`config.mk`:
```
export PLATFORM = sky130hd
export DESIGN_NAME = systolic_output_writer
export DESIGN_NICKNAME = d
export VERILOG_FILES = /design/src/rtl/systolic_output_writer.sv
export SDC_FILE = /design/constraint.sdc
export NUM_CORES = 1
export LEC_CHECK = 0
export CAP_MARGIN = 30
export CELL_PAD_IN_SITES_DETAIL_PLACEMENT = 1
export CELL_PAD_IN_SITES_GLOBAL_PLACEMENT = 1
export CORE_AREA = 4 4 132 260
export CTS_CLUSTER_DIAMETER = 40
export DETAILED_ROUTE_END_ITERATION = 6
export DIE_AREA = 0 0 136 264
export PLACE_DENSITY = 0.82
export SYNTH_ARGS = -nofsm -noshare
export SYNTH_HDL_FRONTEND = slang
export SYNTH_SLANG_ARGS = --single-unit
```
`constraint.sdc`:
```
create_clock -name clk -period 2.7 [get_ports clk]
set_input_delay 0.405 -clock clk [delete_from_list [all_inputs] [get_ports clk]]
set_output_delay 0.405 -clock clk [all_outputs]
set_load 0.02 [all_outputs]
```
`src/rtl/systolic_output_writer.sv`:
```
// Write-back stage for the systolic array: gathers column-staggered results into a
// row buffer, then streams one packed row per cycle to RAM and handshakes with the FSM.
module systolic_output_writer #(
  parameter int          ROWS          = 4,
  parameter int          COLS          = 4,
  parameter int          WORD_SIZE     = 16,
  parameter logic [31:0] OUT_BASE_ADDR = 32'h0000_0200,
  parameter int          ADDR_INCR     = 4
) (
  input  logic                      clk,
  input  logic                      rst,
  input  logic                      start_fsm,
  input  logic                      stall,
  input  logic                      fsm_done,
  input  logic [COLS*WORD_SIZE-1:0] matmul_output,
  input  logic [COLS-1:0]           output_col_valid,
  output logic                      wr_output_rdy,
  output logic                      wr_output_done,
  output logic                      wr_active,
  output logic [31:0]               wr_mem_addr,
  output logic                      wr_mem_en,
  output logic [COLS*WORD_SIZE-1:0] wr_mem_data,
  output logic                      err_overflow,
  output logic                      err_underflow
);

  localparam int CW = $clog2(ROWS) + 1;
  localparam int IW = (ROWS > 1) ? $clog2(ROWS) : 1;

  typedef enum logic [2:0] {IDLE, CAPTURE, DRAIN, DONE, RELEASE} state_t;

  state_t               state, state_nxt;
  logic [WORD_SIZE-1:0] row_buf [ROWS][COLS];
  logic [CW-1:0]        row_cnt [COLS];
  logic [IW-1:0]        drain_idx;
  logic [COLS-1:0]      cap_en;
  logic [COLS-1:0]      col_full_nxt;
  logic                 overflow_hit;

  // Per-column capture decision; fullness includes this cycle's captures.
  always_comb begin
    cap_en       = '0;
    col_full_nxt = '0;
    overflow_hit = 1'b0;
    for (int c = 0; c < COLS; c++) begin
      if (state == CAPTURE && !stall && output_col_valid[c]) begin
        if (row_cnt[c] < CW'(ROWS)) cap_en[c] = 1'b1;
        else                        overflow_hit = 1'b1;
      end
      col_full_nxt[c] = ((row_cnt[c] + CW'(cap_en[c])) == CW'(ROWS));
    end
  end

  always_comb begin
    state_nxt      = state;
    wr_output_rdy  = 1'b0;
    wr_output_done = 1'b0;
    wr_active      = 1'b0;
    wr_mem_en      = 1'b0;
    wr_mem_addr    = '0;
    wr_mem_data    = '0;
    case (state)
      IDLE: begin
        wr_output_rdy = 1'b1;
        if (start_fsm) state_nxt = CAPTURE;
      end
      CAPTURE: begin
        if (fsm_done) state_nxt = DRAIN;
      end
      DRAIN: begin
        wr_active   = 1'b1;
        wr_mem_en   = 1'b1;
        wr_mem_addr = OUT_BASE_ADDR + 32'(drain_idx) * 32'(ADDR_INCR);
        for (int c = 0; c < COLS; c++)
          wr_mem_data[c*WORD_SIZE +: WORD_SIZE] = row_buf[drain_idx][c];
        if (drain_idx == IW'(ROWS - 1)) state_nxt = DONE;
      end
      DONE: begin
        wr_output_done = 1'b1;
        state_nxt      = RELEASE;
      end
      RELEASE: begin
        if (!fsm_done) state_nxt = IDLE;
      end
      default: state_nxt = IDLE;
    endcase
  end

  // Buffer contents and error flags are cleared at each new start so missing
  // entries drain as zero.
  always_ff @(posedge clk) begin
    if (rst) begin
      state         <= IDLE;
      drain_idx     <= '0;
      err_overflow  <= 1'b0;
      err_underflow <= 1'b0;
      for (int r = 0; r < ROWS; r++)
        for (int c = 0; c < COLS; c++)
          row_buf[r][c] <= '0;
      for (int c = 0; c < COLS; c++)
        row_cnt[c] <= '0;
    end else begin
      state <= state_nxt;
      case (state)
        IDLE: begin
          drain_idx <= '0;
          if (start_fsm) begin
            err_overflow  <= 1'b0;
            err_underflow <= 1'b0;
            for (int r = 0; r < ROWS; r++)
              for (int c = 0; c < COLS; c++)
                row_buf[r][c] <= '0;
            for (int c = 0; c < COLS; c++)
              row_cnt[c] <= '0;
          end
        end
        CAPTURE: begin
          drain_idx <= '0;
          for (int c = 0; c < COLS; c++) begin
            if (cap_en[c]) begin
              row_buf[row_cnt[c][IW-1:0]][c] <= matmul_output[c*WORD_SIZE +: WORD_SIZE];
              row_cnt[c]                     <= row_cnt[c] + CW'(1);
            end
          end
          if (overflow_hit) err_overflow <= 1'b1;
          if (fsm_done && !(&col_full_nxt)) err_underflow <= 1'b1;
        end
        DRAIN: begin
          drain_idx <= drain_idx + IW'(1);
        end
        default: begin
          drain_idx <= '0;
        end
      endcase
    end
  end

endmodule

```
# --- Word-level counts from Yosys, hierarchy flattened ---
# Memories as Yosys holds them, arrays and structs flattened. A register that Yosys moved wholly into a read port is not among the register bits.
# Cells that the tools add are included.
totals:
  register_bits: 7
  ramBits: 268
  input_bits: 73
  wordCells: 169
  memories: 2
classes:
  n_addsub: 10
  order_cmp: 4
  eq_ne: 15
  n_mux: 90
  bitwise: 25
  n_reduce_logical: 19
mem_list:
  columns: ["name", "depth", "width", "rd", "rd_clocked_by_memory_dff", "write_ports", "line", "rtl"]
  rows:
  - ["row_buf", 4, 64, 1, 1, 4, "33", "logic [WORD_SIZE-1:0] row_buf [ROWS][COLS];"]
  - ["row_cnt", 4, 3, 4, 0, 4, "34", "logic [CW-1:0] row_cnt [COLS];"]
op_table:
  columns: ["op", "n"]
  rows:
  - ["2-to-1 mux 64 bit", 5]
  - ["2-to-1 mux 16 bit", 16]
  - ["OR reduction 64 bit", 4]
  - ["2-to-1 mux 1 bit", 44]
  - ["2-to-1 mux 3 bit", 12]
  - ["OR 1 bit", 24]
  - ["2-to-1 mux 4 bit", 4]
  - ["== test 3 bit (second input constant)", 5]
  - ["case mux 3 bit (5 select lines)", 1]
  - ["adder 3 x 1 -> 3 bit", 4]
  - ["adder 3 x 1 -> 3 bit (second input constant)", 4]
  - ["less-than comparator 3 bit (second input constant)", 4]
  - ["adder 10 x 4 -> 11 bit (first input constant)", 1]
  - ["2-to-1 mux 11 bit", 1]
  - ["2-to-1 mux 2 bit", 5]
  - ["!= test 2 bit (second input constant)", 5]
  - ["AND reduction 4 bit", 2]
  - ["== test 3 x 2 -> 1 bit (second input constant)", 2]
  - ["logical AND 1 bit", 6]
  - ["AND reduction 3 bit", 2]
  - ["case mux 1 bit (2 select lines)", 2]
  - ["== test 3 x 1 -> 1 bit (second input constant)", 1]
  - ["logical NOT 3 bit", 1]
  - ["adder 2 x 1 -> 2 bit (second input constant)", 1]
  - ["other kinds (6)", 7]

# --- Depth between registers and ports, before layout ---
logic_depth:
  ltp_word: 12
  mapped_depth: 11

# --- Worst setup path after synthesis ---
# Ideal clock, no wire load.
synth_path:
  kind: "reg2reg"
  start: "reg state[2]"
  end: "reg err_underflow"
  setup_time_ns: 0.115
  arrival_time_ns: 2.471
  t_required_ns: 2.585
  slack_ns: 0.114
  path_stages_with_launch: 12
  period_less_slack_ns: 2.586
  path_cell_list: "dfxtp_1 > buf_6 > or4b_4 > buf_6 > buf_2 > or2_1 > inv_1 > ha_1 > ha_1 > nor4_1 > o211ai_1 > o21a_1"
synth_via:
  elab_chain_cells: 11
  elab_cells_between_ends: 27
synth_rtl:
  columns: ["item", "line", "rtl"]
  rows:
  - ["from (decl)", "32", "state_t state, state_nxt;"]
  - ["from (signal assigned)", "103", "state <= state_nxt;"]
  - ["== test 3 x 1 -> 1 bit", "46, 104", null]
  - ["logical AND 1 bit (2 in series)", "46", "if (state == CAPTURE && !stall && output_col_valid[c]) begin"]
  - ["2-to-1 mux 1 bit", "46", null]
  - ["adder 3 x 1 -> 3 bit", "50", "col_full_nxt[c] = ((row_cnt[c] + CW'(cap_en[c])) == CW'(ROWS));"]
  - ["== test 3 bit", "50", null]
  - ["AND reduction 4 bit", "126", "if (fsm_done && !(&col_full_nxt)) err_underflow <= 1'b1;"]
  - ["logical NOT 1 bit", "126", null]
  - ["logical AND 1 bit", "126", null]
  - ["!= test 2 x 1 -> 1 bit (no line)", null, null]
  - ["AND reduction 3 bit (no line)", null, null]
  - ["to (signal assigned)", "96", "err_underflow <= 1'b0;"]
  - ["to (signal assigned)", "109", "err_underflow <= 1'b0;"]
  - ["to (signal assigned)", "126", null]
  - ["to (decl)", "24", "output logic err_underflow"]
# Parallel ways exist; a longest one is shown, timed or not.
# A chain may end at the register's enable or synchronous reset.

==> impl_results.md <==
* CP Data Arrival Time at 2.29 ns
* Max-Cap Viols at 0
* Placed insts at 1466
* Starting density of the core at 41.5%
* Fin nets at ~1.2k
* Reg clk slew, reported paths at 0.07 ns
* Die area at 0.0359 sq mm
* Sw Ratio at 23.6%
* Area growth syn-to-layout at 24.7%
* Peak VDD IR at 0.000520 V
* Finished Layout Cells at between 1.5k and 2k
* Hold Startpoint: rst
* Number of global-route vias before repair at slightly below 9k
* Io pins at 175
* Drt total wl at 33200 microns
* Site Rows at 93
* Switching power at 2.32 mW
* Worst setup margin at 0.000218 ns
* Max-slew violations at 0
* Hold path depth at 3
* CTS root buffer: clkbuf_16
* Hold Vio Cnt, Final at 0
* PD cells at 589 mW/mm^2
* Class of the worst hold path: input pin to flop
* Worst path required time at 2.30 ns
* Worst Path Max Fanout at 7
* Post-CTS Hold Buffers at 0
* Fmax at 0.370 GHz
* Worst reg2reg setup slack at 0.16 ns
* CTS Buf Count at 28
* Worst Path Class, Setup: flop to output port
* Drt first-iter violations at 381
* Drt pass-1 iters at 4
* Critical Path Sink Type: output port
* Relative slew margins at 51.2%
* Overall Global Routing Usage at 18.7%
* Residual DRC at 0
* Seq cells post-synth at ~280
* Reg power frac at 51.4%
* Internal power at 7.51 mW
* Worst setup SP type: flop
* Antenna Nets Post-Route at 0
* First-pass GRT wire length at 50900 microns
* Gpl congestion at 0.777
* Htree depth at 1
* Die Wd at 136 microns
* Fraction of layout cells with a size suffix above 1 at about a quarter
* Worst reg2reg path depth at 8
* Clk pwr share at between 30 and 40%
* Mean number of vias per cell at 5.00
* Netlist cell types at 42
* Leakage Power at 6.65 nW
* Final setup viols at 0
* IO Port Bufs at about 150
* CTS tree: built
* WL/cell at 21.5 microns
* RR Endpoint: err_underflow
* Routed vias at 7714
* Clk_lat worst skew at roughly 0.56 ns
* Setup TNS at 0 ns
* Core Area at between 0.03 and 0.04 sq mm
* Worst R2R Start: state[2]
* Num Clock Sinks at 275
* Die height at between 200 and 300 microns
* Period minus WS final at roughly 2.7 ns
* Seq/Total Area, Yosys at 61.0%
* Initial antenna violation count at 0
* Antenna Cells at 0
* Hold EP: state[2]
* Grt total ovfl at 0
* Syn Inst Count at 886
* Syn_area_per_cell at 15.1 sq um
* Tightest Pin Transition at around 0.72 ns
* Status: finished, final reports clean
* Tcrit/Tclk final at 100%
* Ys Warns at 0
* CTS max path bufs at 3
* Core Util, Final at between 50 and 60%
* Largest net degree at the start of global routing at 34
* Syn Std Cell Area at 0.0134 sq mm
* Logic pwr share at between 9 and 10%
* DP Worst Slack at -0.118 ns
* Clock skew at 0.0153 ns
* RSZ-0062 raised after global routing: true
* DP HPWL at 21500 microns
layout by cell type (no fill, tap or decap), types with 3 or more instances in the layout:
master	Yosys	layout
a21oi_1	3	3
and2_1	322	315
and2_4	0	7
buf_12	1	21
buf_16	0	4
buf_2	15	26
buf_4	38	61
buf_6	4	5
clkbuf_16	0	28
clkbuf_2	0	15
clkdlybuf4s50_1	0	75
clkinv_1	0	3
clkinv_4	0	4
conb_1	1	29
dfxtp_1	10	7
dlygate4sd2_1	0	22
edfxtp_1	265	265
ha_1	25	25
inv_1	27	26
inv_6	0	7
mux4_2	64	64
nand2_1	4	4
nand2b_1	23	23
nor2_1	4	4
nor2b_1	3	3
nor3_1	6	6
nor3b_1	4	4
nor4_4	13	13
nor4b_1	3	3
nor4b_4	3	3
or2_1	3	3
xor2_1	4	4
cells in the mapped netlist (all sizes together):
| master | count | share of area, % |
|---|---|---|
| and2 | 322 | 15 |
| edfxtp | 265 | 59 |
| mux4 | 64 | 11 |
| buf | 59 | 3.2 |
| inv | 27 | 0.76 |
| ha | 25 | 2.3 |
| nand2b | 23 | 1.1 |
| clkbuf | 19 | 0.53 |
| nor4 | 15 | 2.2 |
| dfxtp | 10 | 1.5 |
| nor3 | 6 | 0.22 |
| nor4b | 6 | 0.73 |
| nand2 | 4 | 0.11 |
| nor2 | 4 | 0.11 |
| nor3b | 4 | 0.22 |
| or2 | 4 | 0.19 |
| xor2 | 4 | 0.26 |
| a21oi | 3 | 0.11 |
| nor2b | 3 | 0.14 |
| a31oi | 2 | 0.093 |
| nand3 | 2 | 0.075 |
| o21ai | 2 | 0.075 |
| a211oi | 1 | 0.056 |
| a21o | 1 | 0.056 |
| a221oi | 1 | 0.065 |
| a22o | 1 | 0.065 |
| and3b | 1 | 0.065 |
| conb | 1 | 0.028 |
| nand3b | 1 | 0.056 |
| nand4 | 1 | 0.047 |
| o211ai | 1 | 0.056 |
| o21a | 1 | 0.056 |
| o2bb2ai | 1 | 0.065 |
| o32ai | 1 | 0.065 |
| or4b | 1 | 0.10 |
power groups by stage:
stage	clock network, mW	registers, mW	logic [mW]
floorplan	0	5.11	0.476
global placement	0	5.12	0.854
detailed placement	0	5.15	0.875
CTS	3.98	5.06	0.910
global route	4.17	5.08	0.967
finish	3.88	5.05	0.897
worst max path at each step:
stage,startpoint,to,slack [ns]
global route,drain_idx[0],wr_mem_data[15],-0.08
finish,drain_idx[0],wr_mem_data[30],0.0002
global placement,stall,err_underflow,-0.07
CTS,drain_idx[0],wr_mem_data[30],-0.05
detailed placement,stall,err_underflow,-0.12
floorplan,state[2],err_underflow,0.11
stage by stage:
stage,area (sq um),power [mW],hold slack [ns]
CTS,16700,9.94,0.307
floorplan,13500,5.58,0.498
global placement,15600,5.97,0.486
global route,16700,10.2,0.313
detailed placement,15600,6.02,0.488
finish,16700,9.83,0.339
state kept, by name, summed over array words and instances, names as in the netlist:
name,flops
err_overflow,1
row_cnt,12
row_buf,256
drain_idx,2
err_underflow,1
state,3
routing by layer:
metal / GRT usage (%) / part of all wire [%] / vias up / wire [microns]
met1: 18.4 / 32 / 3930 / 10700
li1: - / - / 3541 / -
met2: 38.4 / 60 / 183 / 20000
met5: 0 / 0 / - / 0
met4: 6.16 / 3.0 / 0 / 1000
met3: 2.46 / 4.4 / 60 / 1440
cell families (layout without fill, tap and decap cells):
| kind of cell | Yosys count | after routing | share of synthesized area, % |
|---|---|---|---|
| AOI/OAI and AO/OA | 15 | 15 | 0.767 |
| xor gates and xnor gates | 4 | 4 | 0.262 |
| adders and majority gates | 25 | 25 | 2.34 |
| buffers and inverters | 105 | 308 | 4.50 |
| DFF | 275 | 275 | 61.0 |
| muxes | 64 | 64 | 10.8 |
| other | 1 | 29 | 0.0280 |
| and+or+nand+nor | 397 | 397 | 20.4 |
final cells by class:
type | instances | area, sq um
Clock buffer | 30 | 708
Clock inverter | 21 | 209
Fill cell | 3195 | 15500
Inverter | 27 | 101
Multi-Input combinational cell | 534 | 4740
Sequential cell | 275 | 8170
Tap cell | 427 | 534
Timing Repair Buffer | 230 | 2230
repair_timing:
action	4_1_cts	5_1_grt
cloned	4	0
endpoints found under the setup margin	69	43
pin swaps	0	5
buffers inserted	14	10
gates resized for setup	179	42
worst max-delay path, cell delays in order (launching register included):
cell     delay, ns
dfxtp_4       0.40
buf_6         0.12
buf_16        0.11
buf_12        0.13
buf_4         0.11
mux4_2        0.53
and2_4        0.18
buf_2         0.15
No activity file was read; power rests on OpenSTA's default activity.
==> edit 1: new RTL, same settings <==
Set the parameter `ROWS` to 2 (it was 4).
--- a/src/rtl/systolic_output_writer.sv
+++ b/src/rtl/systolic_output_writer.sv
@@ -1,7 +1,7 @@
 // Write-back stage for the systolic array: gathers column-staggered results into a
 // row buffer, then streams one packed row per cycle to RAM and handshakes with the FSM.
 module systolic_output_writer #(
-  parameter int          ROWS          = 4,
+  parameter int          ROWS          = 2,
   parameter int          COLS          = 4,
   parameter int          WORD_SIZE     = 16,
   parameter logic [31:0] OUT_BASE_ADDR = 32'h0000_0200,
Behaviour: not the same (Yosys sat finds a counterexample within 4 cycles, from zero or initial values and one cycle with rst high).
==> edit 1 against the unedited design <==
- sequential cell count decreased by 133
- count of clock-buffer cells in the layout shrank 11
- setup slack better by 130 ps
- clock skew down 3.8 ps
- power shrank 45%
- die area stayed put
- global-route usage fell by 8.1 points
- wire length down 44%
- critical endpoint is now wr_mem_data[52]
- utilization fell by 22 points
- final area shrank 43%
- synthesized area fell by 49%
==> edit 1: results (changes against the unedited design) <==
Clock network
  – Largest buffer count on any clock path: 2 (-1)
  – H-tree levels: 4 (+3)
  – Post-CTS Resized: 3 (-98%)
  – Worst-Skew Late Latency: 430 ps (-130 ps)

Power
  – Leak: 3.660 nW (-45%)
  – Register share of total power: 0.482 (-0.032)

Hold path
  – Worst Hold Class: reg2reg
  – Cell depth of the worst hold path: 1 (-2)

Critical path
  – Crit path arrival time: 2160 ps (-130 ps)
  – Flop2flop setup slack: 330 ps (+170 ps)
  – CP max stage delay: 630 ps (+100 ps)

Run status
  – Status: finished, final reports clean

Place
  – I/O Buffers: 144 (-0.69%)
  – GPL Wtd Cong: 0.7503 (-3.5%)

Drt
  – Uppermost layer routed: met5
  – DR WL/cell: 16.36 um (-24%)
  – DRT iter0 DRCs: 173 (-55%)

STA
  – Clock Skew: 11.49 ps (-3.787 ps)

Layout
  – Regs by FF count: row_buf (128), row_cnt (8), state (3)
  – Area of the multi-input gates: 2392 um^2 (-50%)
  – Data buffer area share: 0.1916 (+0.05822)
  – Post-route cell area: 9534 um^2 (-43%)

GRT
  – Vias in the first global route: 4881 (-44%)
  – Met3 Use GR: 0.03316 (+0.008575)

Yosys
  – Top cells by area, synth: edfxtp_1, and2_1, mux2i_1, nor2_1, buf_4
## edit 1: changes by cell type after synthesis, moves of 64 or more
cell / before / now
nor2_1: 4 / 71
mux4_2: 64 / 0
and2_1: 322 / 129
mux2i_1: 0 / 64
edfxtp_1: 265 / 134
## edit 1: how the worst min path moves through the flow
| stage | end | slack [ps] |
|---|---|---|
| floorplan | row_cnt[2][1]$_SDFFE_PP0P_ | 480 |
| global placement | err_overflow$_SDFFE_PP0P_ | 460 |
| detailed placement | err_overflow$_SDFFE_PP0P_ | 480 |
| CTS | err_overflow$_SDFFE_PP0P_ | 500 |
| global route | err_underflow$_SDFFE_PP0P_ | 530 |
| finish | err_overflow$_SDFFE_PP0P_ | 500 |
## edit 1: cell families after synthesis
family                   synth area share
flip-flops                         0.6076
AND/OR/NAND/NOR                    0.2104
other                           0.0005445
adder cells (fa/ha/maj)          0.007268
buffers and inverters             0.06141
AO/OA/AOI/OAI                     0.01472
multiplexers                      0.09302
XOR/XNOR                         0.005087
==> edit 2: new RTL, same settings <==
Without the edit above. Put one more register stage on the output `err_underflow`, without a reset. The value now appears one clock later. The other outputs are not delayed to match.
--- a/src/rtl/systolic_output_writer.sv
+++ b/src/rtl/systolic_output_writer.sv
@@ -28,6 +28,8 @@
   localparam int IW = (ROWS > 1) ? $clog2(ROWS) : 1;
 
   typedef enum logic [2:0] {IDLE, CAPTURE, DRAIN, DONE, RELEASE} state_t;
+
+  logic err_underflow_s0;
 
   state_t               state, state_nxt;
   logic [WORD_SIZE-1:0] row_buf [ROWS][COLS];
@@ -93,7 +95,7 @@
       state         <= IDLE;
       drain_idx     <= '0;
       err_overflow  <= 1'b0;
-      err_underflow <= 1'b0;
+      err_underflow_s0 <= 1'b0;
       for (int r = 0; r < ROWS; r++)
         for (int c = 0; c < COLS; c++)
           row_buf[r][c] <= '0;
@@ -106,7 +108,7 @@
           drain_idx <= '0;
           if (start_fsm) begin
             err_overflow  <= 1'b0;
-            err_underflow <= 1'b0;
+            err_underflow_s0 <= 1'b0;
             for (int r = 0; r < ROWS; r++)
               for (int c = 0; c < COLS; c++)
                 row_buf[r][c] <= '0;
@@ -123,7 +125,7 @@
             end
           end
           if (overflow_hit) err_overflow <= 1'b1;
-          if (fsm_done && !(&col_full_nxt)) err_underflow <= 1'b1;
+          if (fsm_done && !(&col_full_nxt)) err_underflow_s0 <= 1'b1;
         end
         DRAIN: begin
           drain_idx <= drain_idx + IW'(1);
@@ -135,5 +137,9 @@
     end
   end
 
+  always_ff @(posedge clk) begin
+    err_underflow <= err_underflow_s0;
+  end
+
 endmodule
 
Formal check against the unedited RTL: not equivalent (a bounded check fails within 4 cycles, from zero or initial values and one cycle with rst high).
==> edit 2 against the unedited design <==
- final area rose by 0.33%
- sequential cell count increased by 1
- highest routed layer is now met5
- power is 1.0% higher
- via count down 0.96%
- critical path depth did not move
- synthesized area decreased by 0.16%
- setup slack gained 40 ps
- wire length up 1.0%
==> edit 2: results (changes against the unedited design) <==
Run status
  – Status: finished, final reports clean

Yosys
  – Predominant post-synthesis flop cell: edfxtp_1
  – Top cells by area, synth: edfxtp_1, and2_1, mux4_2, ha_1, nor4_4
  – Mux cell area share after synthesis: 0.1079 (+0.0001715)
  – Synth Area in Adders: 0.02341 (+0.00003722)
  – Syn Area/Cell: 15.11 um^2 (about the same)
  – Seq/Total Area, Yosys: 0.6122 (+0.002469)
  – Number of flops mapped to enable cells by yosys: 265 (unchanged)
  – Syn. warnings: 0 (unchanged)
  – Synth top cells by count: and2_1, edfxtp_1, mux4_2
  – Xor and xnor area share after synthesis: 0.002622 (+0.000004169)
  – Count of different cell masters after synthesis: 41 (-2.4%)
  – Synth Area in Compound Gates: 0.008898 (+0.001230)
  – Async set-reset flop share out of synthesis: 0 (unchanged)

Critical path
  – Worst Path Max Fanout: 4 (-3)
  – Crit path arrival time: 2250 ps (-40 ps)
  – Flop2flop setup slack: 250 ps (+90 ps)
  – CP max stage delay: 490 ps (-40 ps)
  – RR Startpoint: state[1]$_SDFFE_PP0P_
  – CP max-delay cell: mux4_2
  – R2R Path End: err_underflow_s0$_SDFFE_PP0P_
  – FF-to-FF path depth: 8 (unchanged)

Layout
  – Fill cells: 3148 (-1.5%)
  – Fin nets: 1185 (-0.75%)
  – ANT cells: 0 (unchanged)
  – Regs by FF count: row_buf (256), row_cnt (12), state (3)
  – Final instance count without filler cells: 1531 (-0.84%)
  – Layout cells sized above 1: 0.2400 (-0.003473)

STA
  – Max Slew Vio Count: 0 (unchanged)
  – Clock Skew: 9.777 ps (-5.501 ps)
  – Slew @ Worst Pin: 813.0 ps (+91.25 ps)

Clock network
  – Clock Tree Root: clkbuf_16
  – H-tree levels: 1 (unchanged)
  – Clock-pin slew on the worst setup and hold paths: 60 ps
  – TritonCTS buffer count: 29 (+3.6%)
  – Largest buffer count on any clock path: 3 (unchanged)
  – Worst-Skew Late Latency: 550 ps

Hold path
  – Cell depth of the worst hold path: 2 (-1)
  – Min-delay src: rst
  – Worst Hold Class: in2reg
  – Worst Hold End: state[2]$_SDFFE_PP0P_

GRT
  – All-Layer GR Usage: 0.1887 (+0.001638)
  – Wire length of the first global-routing pass: 51060 um (+0.35%)
  – Largest net degree at the start of global routing: 35 (+2.9%)
  – Initial antenna violation count: 1 (+1)
  – Vias in the first global route: 8836 (+0.57%)

Drt
  – First-pass iteration count of the detailed router: 4 (unchanged)
  – Vias per inst: 4.990 (-0.12%)
  – ANT nets after route: 0 (unchanged)
  – DRT iter0 DRCs: 302 (-21%)
  – DR WL/cell: 21.88 um (+1.9%)

Power
  – Worst vdd ir: 646.2 uV (+24%)
  – Leak: 6.575 nW (-1.2%)

Place
  – I/O Buffers: 145 (unchanged)
  – GPL Wtd Cong: 0.7562 (-2.7%)
  – Hpwl dp: 21000 um (-2.2%)
[edit 2: kinds of logic after synthesis]
| kind of cell | after synthesis |
|---|---|
| compound gates | 19 |
| xor+xnor | 4 |
| fa+ha+maj | 25 |
| buf+inv | 101 |
| flops | 276 |
| mux | 64 |
| other cells | 1 |
| simple gates | 394 |
[edit 2: worst max path at each step]
stage / start / endpoint / slack [ps] / depth (start not counted)
3_5_place_dp: stall / err_underflow_s0$_SDFFE_PP0P_ / -270 / 8
4_1_cts: drain_idx[0]$_SDFF_PP0_ / wr_mem_data[14] / -30 / 6
2_1_floorplan: stall / err_underflow_s0$_SDFFE_PP0P_ / 20 / 10
3_3_place_gp: stall / err_underflow_s0$_SDFFE_PP0P_ / -230 / 9
6_report: drain_idx[0]$_SDFF_PP0_ / wr_mem_data[15] / 40 / 7
5_1_grt: drain_idx[0]$_SDFF_PP0_ / wr_mem_data[15] / -30 / 7
[edit 2: final cells by class]
type                    count  share of cell area
multi-input cells         535              0.2835
flip-flops and latches    276              0.4889
well taps                 427             0.03191
clock buffers              33             0.04424
repair buffers            223              0.1353
inverters                  22            0.004932
clock inverters            15             0.01121
[edit 2: report_power, final]
part           total (mW)  leakage (nW)  internal, mW  switching [mW]
clock                3.96         0.453          2.27            1.68
combinational       0.912          3.14         0.418           0.495
sequential           5.07          2.98          4.98          0.0893
total                9.94          6.57          7.67            2.26
[edit 2: repair_timing]
item                       CTS  global route
setup endpoints to repair   69            43
hold endpoints to repair     0             0
gates cloned                 7             1
resized for setup          180            37
buffers inserted             6             6
[edit 2: worst max-delay path: cells and delay by family (launching register included)]
| family | cells | cell delay, ps |
|---|---|---|
| buffers and inverters | 5 | 660 |
| multiplexers | 1 | 490 |
| flip-flops | 1 | 370 |
| AND/OR/NAND/NOR | 1 | 180 |
[edit 2: metal layers]
layer | wire, um | GRT usage | up-vias
met1 | 11100 | 0.1886 | 3872
met5 | 18 | 0 | -
met2 | 20180 | 0.3853 | 180
met3 | 1229 | 0.02134 | 49
met4 | 976 | 0.06490 | 2
li1 | - | - | 3537
[edit 2: stage by stage]
step / worst slack (ps) / util / hold WS [ps] / cell area, um^2
2_1_floorplan: 21.60 / - / 330.8 / 13520
3_3_place_gp: -232.8 / 0.4856 / 338.6 / 15650
3_5_place_dp: -272.6 / 0.4856 / 354.1 / 15650
4_1_cts: -34.08 / 0.5204 / 268.0 / 16770
5_1_grt: -33.70 / 0.5195 / 320.1 / 16740
6_report: 40.67 / 0.5195 / 305.2 / 16740
